===== config.mk =====
export PLATFORM = sky130hd
export DESIGN_NAME = window_digit_scanner
export DESIGN_NICKNAME = d
export VERILOG_FILES = /design/src/rtl/display_pkg.sv /design/src/rtl/char_seg_decoder.sv /design/src/rtl/window_digit_scanner.sv
export SDC_FILE = /design/constraint.sdc
export NUM_CORES = 1
export LEC_CHECK = 0
export CAP_MARGIN = 20
export CORE_MARGIN = 1
export CORE_UTILIZATION = 63
export CTS_BUF_LIST = sky130_fd_sc_hd__clkbuf_4 sky130_fd_sc_hd__clkbuf_8
export DETAILED_ROUTE_END_ITERATION = 8
export GPL_ROUTABILITY_DRIVEN = 0
export PLACE_DENSITY = 0.87
export SYNTH_ARGS = -nofsm -noshare
export SYNTH_HDL_FRONTEND = slang
export SYNTH_SLANG_ARGS = --single-unit

===== constraint.sdc =====
create_clock -name clk -period 9.75 [get_ports clk]
set_input_delay 1.95 -clock clk [delete_from_list [all_inputs] [get_ports clk]]
set_output_delay 1.95 -clock clk [all_outputs]
set_load 0.05 [all_outputs]

===== src/rtl/display_pkg.sv =====
// Shared display definitions: message length, character codes, the message ROM
// and active-low seven-segment patterns ordered {g,f,e,d,c,b,a}.
package display_pkg;

    localparam int unsigned MSG_LEN = 12;
    localparam int unsigned WIN_W   = 4;
    localparam int unsigned SEG_W   = 7;

    typedef enum logic [3:0] {
        CH_BLANK = 4'd0,
        CH_H     = 4'd1,
        CH_E     = 4'd2,
        CH_L     = 4'd3,
        CH_O     = 4'd4,
        CH_F     = 4'd5,
        CH_P     = 4'd6,
        CH_G     = 4'd7,
        CH_A     = 4'd8,
        CH_DASH  = 4'd9
    } char_code_e;

    localparam logic [SEG_W-1:0] SEG_H     = 7'b0001001;
    localparam logic [SEG_W-1:0] SEG_E     = 7'b0000110;
    localparam logic [SEG_W-1:0] SEG_L     = 7'b1000111;
    localparam logic [SEG_W-1:0] SEG_O     = 7'b1000000;
    localparam logic [SEG_W-1:0] SEG_F     = 7'b0001110;
    localparam logic [SEG_W-1:0] SEG_P     = 7'b0001100;
    localparam logic [SEG_W-1:0] SEG_G     = 7'b1000010;
    localparam logic [SEG_W-1:0] SEG_A     = 7'b0001000;
    localparam logic [SEG_W-1:0] SEG_BLANK = 7'b1111111;
    localparam logic [SEG_W-1:0] SEG_DASH  = 7'b0111111;

    // "HELLO FPGA  "
    localparam char_code_e MSG [MSG_LEN] = '{
        CH_H, CH_E, CH_L, CH_L, CH_O, CH_BLANK,
        CH_F, CH_P, CH_G, CH_A, CH_BLANK, CH_BLANK
    };

endpackage


===== src/rtl/char_seg_decoder.sv =====
// Combinational character-code to active-low seven-segment pattern decoder.
module char_seg_decoder
    import display_pkg::*;
(
    input  char_code_e         i_code,
    output logic [SEG_W-1:0]   o_seg_c
);

    // Codes outside the table render blank.
    always_comb begin
        o_seg_c = SEG_BLANK;
        case (i_code)
            CH_H:    o_seg_c = SEG_H;
            CH_E:    o_seg_c = SEG_E;
            CH_L:    o_seg_c = SEG_L;
            CH_O:    o_seg_c = SEG_O;
            CH_F:    o_seg_c = SEG_F;
            CH_P:    o_seg_c = SEG_P;
            CH_G:    o_seg_c = SEG_G;
            CH_A:    o_seg_c = SEG_A;
            CH_DASH: o_seg_c = SEG_DASH;
            default: o_seg_c = SEG_BLANK;
        endcase
    end

endmodule


===== src/rtl/window_digit_scanner.sv =====
// Multiplexed seven-segment scanner: latches the window index once per frame and
// shows msg[(win_lat + digit) mod MSG_LEN] on each digit with a blank guard cycle.
module window_digit_scanner
    import display_pkg::*;
#(
    parameter int unsigned NUM_DIGITS = 4,
    parameter int unsigned SCAN_DIV   = 50000
) (
    input  logic                  clk,
    input  logic                  rst,
    input  logic [WIN_W-1:0]      win_idx,
    input  logic                  display_en,
    output logic [NUM_DIGITS-1:0] an,
    output logic [SEG_W-1:0]      seg,
    output logic                  dp,
    output logic                  frame_start
);

    localparam int unsigned CNT_W = (SCAN_DIV > 1) ? $clog2(SCAN_DIV) : 1;
    localparam int unsigned DIG_W = (NUM_DIGITS > 1) ? $clog2(NUM_DIGITS) : 1;
    localparam logic [CNT_W-1:0] CNT_LAST = CNT_W'(SCAN_DIV - 1);
    localparam logic [DIG_W-1:0] DIG_LAST = DIG_W'(NUM_DIGITS - 1);

    logic [CNT_W-1:0]      r_scan_cnt;
    logic [DIG_W-1:0]      r_digit;
    logic [WIN_W-1:0]      r_win_lat;
    logic [NUM_DIGITS-1:0] r_an;
    logic [SEG_W-1:0]      r_seg;
    logic                  r_frame_start;

    logic                  w_term;
    logic                  w_frame_end;
    logic [4:0]            w_sum;
    logic [WIN_W-1:0]      w_idx;
    char_code_e            w_char;
    logic [SEG_W-1:0]      w_seg_c;
    logic [NUM_DIGITS-1:0] w_an_sel;

    assign w_term      = (r_scan_cnt == CNT_LAST);
    assign w_frame_end = w_term && (r_digit == DIG_LAST);

    // digit < MSG_LEN, so one conditional subtraction replaces the modulo.
    assign w_sum  = 5'(r_win_lat) + 5'(r_digit);
    assign w_idx  = (w_sum >= 5'(MSG_LEN)) ? WIN_W'(w_sum - 5'(MSG_LEN)) : WIN_W'(w_sum);
    assign w_char = MSG[w_idx];

    assign w_an_sel = ~(NUM_DIGITS'(1) << r_digit);

    char_seg_decoder u_dec (
        .i_code  (w_char),
        .o_seg_c (w_seg_c)
    );

    // Slot counter, digit counter and per-frame window latch.
    always_ff @(posedge clk or posedge rst) begin
        if (rst) begin
            r_scan_cnt <= '0;
            r_digit    <= '0;
            r_win_lat  <= '0;
        end else begin
            r_scan_cnt <= w_term ? '0 : r_scan_cnt + CNT_W'(1);
            if (w_term) begin
                r_digit <= (r_digit == DIG_LAST) ? '0 : r_digit + DIG_W'(1);
            end
            if (w_frame_end) begin
                r_win_lat <= (win_idx >= WIN_W'(MSG_LEN)) ? '0 : win_idx;
            end
        end
    end

    // Pin registers; scan_cnt == 0 is the ghost-guard slot with all anodes off.
    always_ff @(posedge clk or posedge rst) begin
        if (rst) begin
            r_an          <= '1;
            r_seg         <= SEG_BLANK;
            r_frame_start <= 1'b0;
        end else begin
            r_seg         <= w_seg_c;
            r_an          <= ((r_scan_cnt == '0) || !display_en) ? '1 : w_an_sel;
            r_frame_start <= w_frame_end;
        end
    end

    assign an          = r_an;
    assign seg         = r_seg;
    assign dp          = 1'b1;
    assign frame_start = r_frame_start;

endmodule

# [Word-level counts from Yosys, hierarchy flattened]
# Memories as Yosys holds them, arrays and structs flattened. A register that Yosys moved wholly into a read port is not among the register bits.
# Cells that the tools add are included.
[totals] register_bits=27 mem_bits_ro=176 input_bits=7 mem_count=2
[memory_table] name="(no name shown)" words=16 width=7 read_ports=1 rd_clocked_by_memory_dff=1 wr=0 line="char_seg_decoder.sv:12" source="case (i_code)"
[memory_table] name="(no name shown)" words=16 width=4 read_ports=1 rd_clocked_by_memory_dff=0 wr=0 line="window_digit_scanner.sv:45" source="assign w_char = MSG[w_idx];"
[classes] n_addsub=4 n_lt_le_gt_ge=3 n_eq_ne=2 n_shift=1 mux=7 bitwise=2 n_reduce_logical=4
[op_table] cell="$mux W4" count=5
[op_table] cell="$add A16 B1 Y16 const B" count=1
[op_table] cell="$eq A16 B16 Y1 const B" count=1
[op_table] cell="$logic_not A16 Y1" count=1
[op_table] cell="$mux W16" count=1
[op_table] cell="$add A4 B2 Y5" count=1
[op_table] cell="$ge A5 B4 Y1 const B" count=1
[op_table] cell="$ge A5 B5 Y1 const B" count=1
[op_table] cell="$not A4 Y5" count=1
[op_table] cell="$ge A4 B4 Y1 const B" count=1
[op_table] cell="$not A4 Y4" count=1
[op_table] cell="$shl A1 B2 Y4 const A" count=1
[op_table] cell="$sub A4 B4 Y4 const B" count=1
[op_table] cell="$add A2 B1 Y2 const B" count=1
[op_table] cell="$eq A2 B2 Y1 const B" count=1
[op_table] cell="$mux W2" count=1
[op_table] cell="$logic_and A1 B1 Y1" count=1
[op_table] cell="$logic_not A1 Y1" count=1
[op_table] cell="$logic_or A1 B1 Y1" count=1

# [Longest topological paths before layout]
# Gate-level depths: netlist of run 1.
[logic_depth] word_depth=7 ltp_mapped=16 ltp_nobuf=16

# [Cells and area by module]
# Synthesis of run 1 repeated with hierarchy kept, for this count alone.
[hier_totals] cells_unflattened=194 hier_area_um2=1955.6
[modules_own_cells] mod="window_digit_scanner" instances=1 cells_per_inst=173 area_each_um2=1794.2 seq_area_each_um2=864.6
[modules_own_cells] mod="char_seg_decoder" instances=1 cells_per_inst=21 area_each_um2=161.4 seq_area_each_um2=0.0

# [Worst setup path after synthesis of run 1]
# No wires, ideal clock.
[synth_timing] path_kind="reg-to-reg" from="register r_digit[0]" to="register r_seg[3] (netlist: seg[3])" arrival_time_ns=3.514 required_ns=9.664 slack_ns=6.151 stages_incl_launch_ff=17 path_buffers=0 period_less_slack_ns=3.599 path_cell_list="dfrtp_1 ha_1 inv_1 fa_1 xor2_2 inv_2 ha_1 and3b_1 o21ai_0 a2bb2oi_1 a32o_1 o22ai_1 ha_1 nor2_1 a31oi_1 o31ai_1 a2111o_1"
[synth_between] elab_chain_len=7 word_cells_on_any_way=8 cone_classes="add/sub (2); order compare (1); mux (3); bitwise (1); memory (1)"
[synth_lines] element="start: declaration" line="window_digit_scanner.sv:25" source="logic [DIG_W-1:0] r_digit;"
[synth_lines] element="start signal: assignment" line="window_digit_scanner.sv:63" source="r_digit <= (r_digit == DIG_LAST) ? '0 : r_digit + DIG_W'(1);"
[synth_lines] element="$add A4 B2 Y5 (*)" line="window_digit_scanner.sv:43" source="assign w_sum = 5'(r_win_lat) + 5'(r_digit);"
[synth_lines] element="$sub A4 B4 Y4 / $ge A5 B4 Y1 (equally long branches)" line="window_digit_scanner.sv:44" source="assign w_idx = (w_sum >= 5'(MSG_LEN)) ? WIN_W'(w_sum - 5'(MSG_LEN)) : WIN_W'(w_sum);"
[synth_lines] element="$mux W4 (*)" line="window_digit_scanner.sv:44"
[synth_lines] element="$not A4 Y5 (implied by the code) (*)" line="window_digit_scanner.sv:45"
[synth_lines] element="$mem_v2 Z16 W4 (*)"
[synth_lines] element="$mux W4 (implied by the code) (*) (2 in series)" line="window_digit_scanner.sv:45"
[synth_lines] element="end: declaration" line="window_digit_scanner.sv:28" source="logic [SEG_W-1:0] r_seg;"
# Every way passes the cells marked *; elsewhere a longest branch is shown, timed or not. The select of a mux whose other input is x is not followed.
# A chain may end at the register's enable or synchronous reset.

# [Worst setup path in the final report of run 1]
# Same ends and word-level chain as after synthesis.

==> metrics.md, run 1 <==
| Metric | Value |
|---|---|
| R2r startpoint | `r_digit[0]$_DFFE_PP0N_` |
| Slew margin rel. | `about 55%` |
| Number of synthesized flops with an enable pin | `0` |
| R2R Setup Slk | `5.59 ns` |
| First-pass GRT wire length | `roughly 6600 um` |
| Kind of critical path | `flop to flop` |
| CTS tree | `done` |
| Pins over their slew limit | `0` |
| Post-CTS setup buffers | `0` |
| Pwr Total | `around 220 uW` |
| Largest net degree at the start of global routing | `34` |
| Mapped Cells | `a little under 200` |
| Final non-filler cell total | `about 250` |
| Least-Margin Pin Slew | `roughly 0.66 ns` |
| Filler Cell Count | `191` |
| Peak supply drop | `0.0779 mV` |
| Die height | `57.3 um` |
| CTS Buffer Depth | `2` |
| Fraction of layout cells with a size suffix above 1 | `14.0%` |
| Total negative slack | `0 ns` |
| Hold buffers post-CTS | `0` |
| Power per cell area | `between 100 and 150 nW/um2` |
| Final hold vios | `0` |
| Syn nets | `about 210` |
| Num ports | `20` |
| Layout Area Growth over Synthesis | `12.3%` |
| Final WS setup | `approximately 5.6 ns` |
| Final wirelength | `around 3700 um` |
| Max Fclk | `240 MHz` |
| Drt drc | `6` |
| P_leak | `approximately 0.00097 uW` |
| Die width | `57.3 um` |
| Critical R2R Capture | `seg[3]$_DFF_PP1_` |
| Most area-hungry cell type in the Yosys netlist | `dfrtp_1` |
| CTS resizes | `0` |
| Placed cells | `238` |
| Period utilization | `approximately 43%` |
| GRT Total Usage | `between 20% and 30%` |
| Final setup viols | `0` |
| Top cells by area, synth | `dfrtp_1 30%, dfstp_2 14%, ha_1 6.5%` |
| Vias in the first global route | `about 1.5k` |
| Via density | `6.08` |
| Crit path launch | `r_digit[0]$_DFFE_PP0N_` |
| # diodes | `0` |
| Pre-antenna DRT Iters | `6` |
| Outcome | `complete, but fails checks` |
| Maxcap violations | `0` |
| Reg2Reg Depth | `16` |
| Die ar. | `about 3300 um2` |
| Worst Hold Class | `flop to flop` |
| Synthesized area per cell | `approximately 9.8 um2` |
| CP Data Required Time | `9.99 ns` |
| CP Data Arrival Time | `4.40 ns` |
| Synth warnings | `0` |
| TritonCTS Buffers | `5` |
| Initial drt markers | `between 90 and 100` |
| Yosys cell types | `between 50 and 60` |
| Util after Layout | `76.5%` |
| RSZ-0062 raised after global routing | `no` |
| Sequential fraction of the synthesis area | `roughly 44%` |
| Top-count cell post-synth | `dfrtp_1` |
| Main synth FF type | `dfrtp_1` |
| Port Buffer Count | `18` |
| Pre-CTS setup slack | `about 5.7 ns` |
| Maximum fanout along the worst path | `5` |
| Worst-Skew Late Latency | `~0.32 ns` |
| Clk sinks | `33` |
| DRT antenna net count | `0` |
| Commonest cells post-synth | `23 x dfrtp_1, 18 x nor2_1, 16 x nand2_1` |
| FF+latch area | `between 800 and 900 um2` |
| Ys async rst share | `between 90% and 100%` |
| DR WL/cell | `roughly 15 um` |
| HPWL after DPL | `around 2800 um` |
| Multi-input logic area | `991 um2` |
| Nets | `roughly 230` |
| Post-synthesis register bit count | `33` |
| Violated checks | `DRC` |
| Row Count | `19` |
| Initial Util | `around 70%` |
| H-tree Lvls | `2` |
| Min-Delay Path Depth | `1` |
| Initial antenna violation count | `0` |
| Startpoint types | `flop` |
| Clk pin slew, worst setup/hold paths | `0.10 ns` |
| Vias | `around 1.5k` |
| Clk_skew | `roughly 0.0077 ns` |
| Synth top area share | `between 20% and 30%` |
| Core area | `between 2000 and 3000 um2` |
| Root Buffer | `clkbuf_4` |
| Worst Setup EP | `seg[3]$_DFF_PP1_` |
| Remaining global-route overflow | `0` |
| Synth Cell Area | `around 1900 um2` |
| Period minus WS final | `around 4.2 ns` |
| CP endpoint kind | `flop` |
==> layout make-up <==
type | instances | area share [%]
multi-input combinational | 141 | 45.8
sequential | 33 | 38.8
timing repair buffer | 19 | 8.68
inverter | 14 | 2.43
clock buffer | 6 | 2.08
tap | 31 | 1.79
clock inverter | 2 | 0.463
==> per-stage QoR <==
step / hold slack (ns) / instance area (um2)
after floorplan: 0.460 / 1930
after global placement: 0.493 / 2110
after detailed placement: 0.508 / 2110
after CTS: 0.525 / 2160
after global routing: 0.553 / 2160
final: 0.521 / 2160
==> per-layer routing <==
| layer | GRT usage, % | vias to the layer above | share of wire (%) |
|---|---|---|---|
| met5 | 0 | - | 0 |
| li1 | - | 714 | - |
| met1 | 35.1 | 706 | 44 |
| met3 | 5.67 | 9 | 5.8 |
| met4 | 10.5 | 0 | 1.4 |
| met2 | 43.2 | 66 | 48 |
==> worst max-delay path: stages, from the launching register on <==
cell and delay [ns]:
dfrtp_1 0.43, ha_1 0.22, inv_1 0.06, fa_1 0.43, xor2_2 0.30, inv_2 0.11
ha_1 0.22, and3b_1 0.21, o21ai_0 0.36, a2bb2oi_1 0.38, a32o_1 0.19, o22ai_1 0.07
ha_1 0.37, nor2_1 0.07, a31oi_1 0.15, o31ai_1 0.10, a2111o_1 0.41
==> report_power, final <==
part           leakage (uW)  switching (uW)  internal [uW]
logic              0.000530            5.39           3.24
registers          0.000401          0.0943            137
clock network     0.0000354            43.3           30.2
total              0.000966            48.8            171
==> kinds of logic after synthesis <==
kind of cell / count (synthesis) / synth area share [%]
fa+ha+maj: 11 / 7.54
mux: 6 / 3.25
flops: 33 / 43.5
other cells: 1 / 0.195
xor+xnor: 15 / 7.21
buf+inv: 22 / 5.00
compound gates: 33 / 12.9
simple gates: 75 / 20.3
==> registers in the layout, summed over array words and instances (netlist names) <==
signal,flops
frame_start,1
r_win_lat,4
r_digit,2
an,4
r_scan_cnt,16
seg,6
==> worst min-delay path by stage <==
| stage | startpoint | to | slack (ns) |
|---|---|---|---|
| 2_1_floorplan | r_scan_cnt[10]$_DFF_PP0_ | r_scan_cnt[10]$_DFF_PP0_ | 0.46 |
| 3_3_place_gp | r_scan_cnt[10]$_DFF_PP0_ | r_scan_cnt[10]$_DFF_PP0_ | 0.49 |
| 3_5_place_dp | r_scan_cnt[13]$_DFF_PP0_ | r_scan_cnt[13]$_DFF_PP0_ | 0.51 |
| 4_1_cts | r_scan_cnt[13]$_DFF_PP0_ | r_scan_cnt[13]$_DFF_PP0_ | 0.52 |
| 5_1_grt | r_scan_cnt[10]$_DFF_PP0_ | r_scan_cnt[10]$_DFF_PP0_ | 0.55 |
| 6_report | r_scan_cnt[13]$_DFF_PP0_ | r_scan_cnt[13]$_DFF_PP0_ | 0.52 |
==> cell usage in the layout (no fill, tap or decap), drive strengths merged, types with 2 or more instances in the layout <==
cell type | Yosys | final
a21oi | 6 | 6
a2bb2oi | 3 | 3
xnor2 | 8 | 8
a21o | 2 | 2
dfrtp | 23 | 23
inv | 14 | 14
mux2 | 2 | 2
nor3 | 7 | 7
nand3 | 11 | 11
clkinv | 0 | 2
mux2i | 4 | 4
xor2 | 7 | 7
nor2b | 4 | 4
o21ai | 6 | 6
dfstp | 10 | 10
nand4 | 2 | 2
a31oi | 3 | 3
clkdlybuf4s50 | 0 | 18
clkbuf | 3 | 6
and3 | 3 | 3
ha | 10 | 10
nor2 | 18 | 18
and3b | 3 | 3
nand2 | 16 | 16
o22ai | 3 | 3
nor4 | 3 | 3
Note: power is estimated with default switching activity, not from simulation.
==> run 2, diff against run 1 <==
--- a/config.mk
+++ b/config.mk
@@ -7,11 +7,11 @@
 export LEC_CHECK = 0
 export CAP_MARGIN = 20
 export CORE_MARGIN = 1
-export CORE_UTILIZATION = 63
+export CORE_UTILIZATION = 58
 export CTS_BUF_LIST = sky130_fd_sc_hd__clkbuf_4 sky130_fd_sc_hd__clkbuf_8
 export DETAILED_ROUTE_END_ITERATION = 8
 export GPL_ROUTABILITY_DRIVEN = 0
-export PLACE_DENSITY = 0.87
+export PLACE_DENSITY = 0.81
 export SYNTH_ARGS = -nofsm -noshare
 export SYNTH_HDL_FRONTEND = slang
 export SYNTH_SLANG_ARGS = --single-unit
==> constraint.sdc (replaced) <==
create_clock -name clk -period 4 [get_ports clk]
set_input_delay 0.8 -clock clk [delete_from_list [all_inputs] [get_ports clk]]
set_output_delay 0.8 -clock clk [all_outputs]
set_load 0.05 [all_outputs]
==> metrics.md, run 2 (synthesis results as in run 1) <==
| Metric | Value |
|---|---|
| Initial Util | `62.1% (was 68.1%)` |
| CP Data Arrival Time | `4.19 ns (was 4.40 ns)` |
| HPWL after DPL | `2700 um (was 2770 um)` |
| TritonCTS Buffers | `5 (unchanged)` |
| Initial antenna violation count | `0 (unchanged)` |
| Final hold vios | `0 (unchanged)` |
| Final setup viols | `0 (unchanged)` |
| Port Buffer Count | `18 (unchanged)` |
| Power per cell area | `248 nW/um2 (was 102 nW/um2)` |
| Top reg by flops | `r_scan_cnt (unchanged)` |
| P_leak | `0.000987 uW (was 0.000966 uW)` |
| Fraction of layout cells with a size suffix above 1 | `17.4% (was 14.0%)` |
| Remaining global-route overflow | `0 (unchanged)` |
| Most frequent cells in the layout | `23 x dfrtp_1, 18 x nor2_1, 18 x clkdlybuf4s50_1 (unchanged)` |
| Hold Startpoint | `r_scan_cnt[13]$_DFF_PP0_ (unchanged)` |
| Least-Margin Pin Slew | `0.836 ns (was 0.663 ns)` |
| Pwr Total | `555 uW (was 220 uW)` |
| Final WS setup | `0.106 ns (was 5.59 ns)` |
| Maximum fanout along the worst path | `5 (unchanged)` |
| Vias in the first global route | `1419 (was 1484)` |
| Die ar. | `3550 um2 (was 3280 um2)` |
| Max Fclk | `257 MHz (was 240 MHz)` |
| Pre-antenna DRT Iters | `4 (was 6)` |
| Peak supply drop | `0.191 mV (was 0.0779 mV)` |
| Via density | `5.77 (was 6.08)` |
| Initial drt markers | `56 (was 94)` |
| Critical Path, Cell by Cell | `ha_1 > inv_1 > fa_1 > xor2_2 > inv_2 > ha_1 > and3b_1 > nor3_2 > o22a_2 > o21ai_0 > ha_1 > nor2_1 > a31oi_1 > o31ai_1 > a2111o_1 (was ha_1 > inv_1 > fa_1 > xor2_2 > inv_2 > ha_1 > and3b_1 > o21ai_0 > a2bb2oi_1 > a32o_1 > o22ai_1 > ha_1 > nor2_1 > a31oi_1 > o31ai_1 > a2111o_1)` |
| Drt drc | `0 (was 6)` |
| Maxcap violations | `0 (unchanged)` |
| Final hold slack | `0.518 ns (was 0.521 ns)` |
| Core area | `3100 um2 (was 2830 um2)` |
| DRT antenna net count | `0 (unchanged)` |
| # diodes | `0 (unchanged)` |
| Period minus WS final | `3.89 ns (was 4.16 ns)` |
| R2r startpoint | `r_digit[0]$_DFFE_PP0N_ (unchanged)` |
| Clk pin slew, worst setup/hold paths | `0.11 ns (was 0.10 ns)` |
| Nets | `236 (was 232)` |
| Clk sinks | `33 (unchanged)` |
| Kind of cell adding the most delay to the critical path | `adder cells (was compound AO/OA/AOI/OAI gates)` |
| Startpoint types | `flop (unchanged)` |
| CTS Buffer Depth | `2 (unchanged)` |
| Worst-Skew Late Latency | `0.35 ns (was 0.32 ns)` |
| Total negative slack | `0 ns (unchanged)` |
| Outcome | `completed (was complete, but fails checks)` |
| Num ports | `20 (unchanged)` |
| DR WL/cell | `14.6 um (was 15.2 um)` |
| Die height | `59.6 um (was 57.3 um)` |
| Critical path buffers and inverters | `2 (unchanged)` |
| CP Data Required Time | `4.29 ns (was 9.99 ns)` |
| First-pass GRT wire length | `6300 um (was 6600 um)` |
| Largest net degree at the start of global routing | `24 (was 34)` |
| Pins over their slew limit | `0 (unchanged)` |
| CP endpoint kind | `flop (unchanged)` |
| Max FFs per register | `16 (unchanged)` |
| Slowest-stage cell, CP | `dfrtp_1 (unchanged)` |
| Layout Area Growth over Synthesis | `16.2% (was 12.3%)` |
| Clk_skew | `0.0161 ns (was 0.00767 ns)` |
| Vias | `1511 (was 1495)` |
| CTS tree | `done (unchanged)` |
| Period utilization | `97.4% (was 42.7%)` |
| Final wirelength | `3810 um (was 3730 um)` |
| CP peak stage delay | `0.44 ns (was 0.43 ns)` |
| Crit path launch | `r_digit[0]$_DFFE_PP0N_ (unchanged)` |
| Worst Hold Class | `flop to flop (unchanged)` |
| Kind of critical path | `flop to flop (unchanged)` |
| H-tree Lvls | `2 (unchanged)` |
| GRT Total Usage | `24.5% (was 26.6%)` |
| Pre-CTS setup slack | `-0.0155 ns (was 5.67 ns)` |
| Die width | `59.6 um (was 57.3 um)` |
| Root Buffer | `clkbuf_4 (unchanged)` |
| Most common cell after layout, fill and taps aside | `dfrtp_1 (unchanged)` |
| Row Count | `20 (was 19)` |
| Slew margin rel. | `44.2% (was 55.4%)` |
| CP most frequent cell | `ha_1 (unchanged)` |
## run 2: what timing repair did
item / 4_1_cts / 5_1_grt
hold buffers: 0 / 0
resized for setup: 0 / 6
endpoints found under the setup margin: 0 / 1
setup buffers: 0 / 2
## run 2: stage by stage
step / cells / area (um2) / util [%]
5_1_grt: 262 / 2240 / 72.1
3_5_place_dp: 253 / 2140 / 69.0
4_1_cts: 260 / 2200 / 70.8
3_3_place_gp: 253 / 2140 / 69.0
6_report: 262 / 2240 / 72.1
2_1_floorplan: 196 / 1930 / -
## run 2: where the power goes
group          internal (uW)  total, uW  switching [uW]
clock                   82.2        199             117
combinational           7.90       21.1            13.2
sequential               335        335           0.191
## run 2: path summary, 6_finish.rpt
kind | to | slack [ns] | cells past startpoint
max | seg[3]$_DFF_PP1_ | 0.11 | 15
min | r_scan_cnt[13]$_DFF_PP0_ | 0.52 | 1
max reg2reg | seg[3]$_DFF_PP1_ | 0.11 | 15
min reg2reg | r_scan_cnt[13]$_DFF_PP0_ | 0.52 | 1
max in group asynchronous | seg[1]$_DFF_PP1_ | 2.33 | 3
min in group asynchronous | r_scan_cnt[7]$_DFF_PP0_ | 0.92 | 2
## run 2: routing by layer
| metal | GRT usage (%) | part of all wire (%) | vias to the layer above | wire length, um |
|---|---|---|---|---|
| met5 | 0 | 0 | - | 0 |
| met4 | 9.63 | 2.1 | 0 | 80 |
| met3 | 6.11 | 6.4 | 10 | 245 |
| met2 | 39.0 | 49 | 56 | 1870 |
| met1 | 32.1 | 42 | 719 | 1620 |
| li1 | - | - | 726 | - |
## run 2: cell type report
| type | instances | area, um2 |
|---|---|---|
| clock buffer | 6 | 51.3 |
| clock inverter | 1 | 7.51 |
| fill | 240 | 866 |
| inverter | 14 | 52.6 |
| multi-input combinational | 141 | 1010 |
| sequential | 33 | 838 |
| tap | 44 | 55.1 |
| timing repair buffer | 23 | 218 |
==> run 3, diff against run 2 <==
--- a/config.mk
+++ b/config.mk
@@ -5,7 +5,7 @@
 export SDC_FILE = /design/constraint.sdc
 export NUM_CORES = 1
 export LEC_CHECK = 0
-export CAP_MARGIN = 20
+export CAP_MARGIN = 40
 export CORE_MARGIN = 1
 export CORE_UTILIZATION = 58
 export CTS_BUF_LIST = sky130_fd_sc_hd__clkbuf_4 sky130_fd_sc_hd__clkbuf_8
==> metrics.md, run 3 (synthesis results as in run 1) <==
| Metric | Value |
|---|---|
| Outcome | `completed (unchanged)` |
| Final wirelength | `3880 um (was 3810 um)` |
| Pwr Total | `559 uW (was 555 uW)` |
| P_leak | `0.00100 uW (was 0.000987 uW)` |
| Part of the power in registers | `60.0% (was 60.3%)` |
| Final WS setup | `0.107 ns (was 0.106 ns)` |
| CP endpoint kind | `flop (unchanged)` |
| Clk pwr share | `35.6% (was 35.9%)` |
| Top reg by flops | `r_scan_cnt (unchanged)` |
| Final hold vios | `0 (unchanged)` |
| Kind of cell adding the most delay to the critical path | `adder cells (unchanged)` |
| Least-Margin Pin Slew | `0.621 ns (was 0.836 ns)` |
| CP peak stage delay | `0.44 ns (about the same)` |
| DRT antenna net count | `0 (unchanged)` |
| Maxcap violations | `0 (unchanged)` |
| Via density | `5.75 (was 5.77)` |
| Maximum fanout along the worst path | `5 (unchanged)` |
| Sw frac | `23.5% (about the same)` |
| DR WL/cell | `14.8 um (was 14.6 um)` |
| Internal power | `428 uW (was 425 uW)` |
| First-pass GRT wire length | `6300 um (unchanged)` |
| Vias | `1513 (was 1511)` |
| Power per cell area | `247 nW/um2 (was 248 nW/um2)` |
| Startpoint types | `flop (unchanged)` |
| CP most frequent cell | `ha_1 (unchanged)` |
| Layout Area Growth over Synthesis | `17.6% (was 16.2%)` |
| Die width | `59.6 um (unchanged)` |
| H-tree Lvls | `2 (unchanged)` |
| Final non-filler cell total | `263 (was 262)` |
| Fraction of layout cells with a size suffix above 1 | `17.8% (was 17.4%)` |
| Final hold slack | `0.512 ns (was 0.518 ns)` |
| Port Buffer Count | `18 (unchanged)` |
| Max FFs per register | `16 (unchanged)` |
| Critical Path, Cell by Cell | `ha_1 > inv_1 > fa_1 > xor2_2 > inv_2 > ha_1 > and3b_1 > nor2_1 > mux2i_1 > a2bb2oi_1 > o21ai_0 > ha_1 > nor2_1 > a31oi_1 > o31ai_1 > a2111o_1 (was ha_1 > inv_1 > fa_1 > xor2_2 > inv_2 > ha_1 > and3b_1 > nor3_2 > o22a_2 > o21ai_0 > ha_1 > nor2_1 > a31oi_1 > o31ai_1 > a2111o_1)` |
| Die height | `59.6 um (unchanged)` |
| Initial drt markers | `63 (was 56)` |
| Post-DP Area | `2140 um2 (unchanged)` |
| Final instance area | `2260 um2 (was 2240 um2)` |
| CTS tree | `done (unchanged)` |
| Initial antenna violation count | `0 (unchanged)` |
| Slowest-stage cell, CP | `dfrtp_1 (unchanged)` |
| Nets | `237 (was 236)` |
| Hold buffers post-CTS | `0 (unchanged)` |
| CP Data Arrival Time | `4.18 ns (was 4.19 ns)` |
| Comb power frac | `4.4% (was 3.8%)` |
| Pre-antenna DRT Iters | `5 (was 4)` |
| Row Count | `20 (unchanged)` |
| Slew margin rel. | `58.2% (was 44.2%)` |
| Clk pin slew, worst setup/hold paths | `0.11 ns (about the same)` |
| Most common cell after layout, fill and taps aside | `dfrtp_1 (unchanged)` |
| # diodes | `0 (unchanged)` |
| Period minus WS final | `3.89 ns (about the same)` |
| Period utilization | `97.3% (was 97.4%)` |
| Final setup viols | `0 (unchanged)` |
| Largest net degree at the start of global routing | `24 (unchanged)` |
| Pre-CTS setup slack | `-0.0155 ns (unchanged)` |
| Remaining global-route overflow | `0 (unchanged)` |
| Most frequent cells in the layout | `23 x dfrtp_1, 18 x nor2_1, 18 x clkdlybuf4s50_1 (unchanged)` |
| Num ports | `20 (unchanged)` |
| Worst-Skew Late Latency | `0.35 ns (about the same)` |
| Clk_skew | `0.0118 ns (was 0.0161 ns)` |
| Clk sinks | `33 (unchanged)` |
| Pins over their slew limit | `0 (unchanged)` |
| Root Buffer | `clkbuf_4 (unchanged)` |
| Critical path buffers and inverters | `2 (unchanged)` |
| Core area | `3100 um2 (unchanged)` |
| Drt drc | `0 (unchanged)` |
| HPWL after DPL | `2700 um (unchanged)` |
| Peak supply drop | `0.192 mV (was 0.191 mV)` |
| Kind of critical path | `flop to flop (unchanged)` |
| GRT Total Usage | `24.5% (unchanged)` |
| Die ar. | `3550 um2 (unchanged)` |
| Placed cells | `253 (unchanged)` |
| TritonCTS Buffers | `5 (unchanged)` |
| Filler Cell Count | `236 (was 240)` |
| Max Fclk | `257 MHz (about the same)` |
| CP Data Required Time | `4.29 ns (about the same)` |
| Worst Hold Class | `flop to flop (unchanged)` |
| Sw Pwr | `131 uW (was 130 uW)` |
| R2R Setup Slk | `0.11 ns (about the same)` |
| Initial Util | `62.1% (unchanged)` |
| Vias in the first global route | `1419 (unchanged)` |
| CTS Buffer Depth | `2 (unchanged)` |
## run 3: changes by cell type in the layout (fill, tap and decap cells not counted), sizes merged
cell,previous run,this run
buf,5,6
## run 3: repair_timing
| item | 4_1_cts | 5_1_grt |
|---|---|---|
| buffers inserted | 0 | 2 |
| setup endpoints to repair | 0 | 1 |
| resized for setup | 0 | 6 |
| endpoints found under the hold margin | 0 | 0 |
## run 3: worst paths after layout
path | startpoint | cells after the start | endpoint
min reg2reg | r_scan_cnt[10]$_DFF_PP0_ | 1 | r_scan_cnt[10]$_DFF_PP0_
max in group asynchronous | rst | 4 | seg[1]$_DFF_PP1_
min | r_scan_cnt[10]$_DFF_PP0_ | 1 | r_scan_cnt[10]$_DFF_PP0_
max | r_digit[0]$_DFFE_PP0N_ | 16 | seg[3]$_DFF_PP1_
max reg2reg | r_digit[0]$_DFFE_PP0N_ | 16 | seg[3]$_DFF_PP1_
min in group asynchronous | rst | 2 | r_scan_cnt[13]$_DFF_PP0_
## run 3: power by group through the flow
| stage | clock network (uW) | registers, uW | logic (uW) |
|---|---|---|---|
| floorplan | 0 | 343 | 10.1 |
| global placement | 0 | 341 | 21.1 |
| detailed placement | 0 | 341 | 21.7 |
| CTS | 204 | 335 | 21.7 |
| global route | 215 | 335 | 27.2 |
| finish | 199 | 335 | 24.7 |
## run 3: stage by stage
step | utilization, % | setup TNS (ns)
after floorplan | - | 0
after global placement | 69.0 | 0
after detailed placement | 69.0 | -0.0155
after CTS | 70.8 | 0
after global routing | 73.0 | -0.0293
final | 73.0 | 0
## run 3: routing by layer
metal / wire length, um / GRT usage [%] / up-vias
met2: 1940 / 39.0 / 62
met4: 91 / 9.63 / 0
met1: 1600 / 32.1 / 715
li1: - / - / 724
met5: 0 / 0 / -
met3: 255 / 6.11 / 12
## run 3: layout make-up
type | count | area (um2) | area share, %
inverters | 14 | 52.6 | 2.32
clock buffers | 6 | 51.3 | 2.27
clock inverters | 1 | 7.51 | 0.331
well taps | 44 | 55.1 | 2.43
repair buffers | 24 | 245 | 10.8
flip-flops and latches | 33 | 838 | 37.0
multi-input cells | 141 | 1010 | 44.8
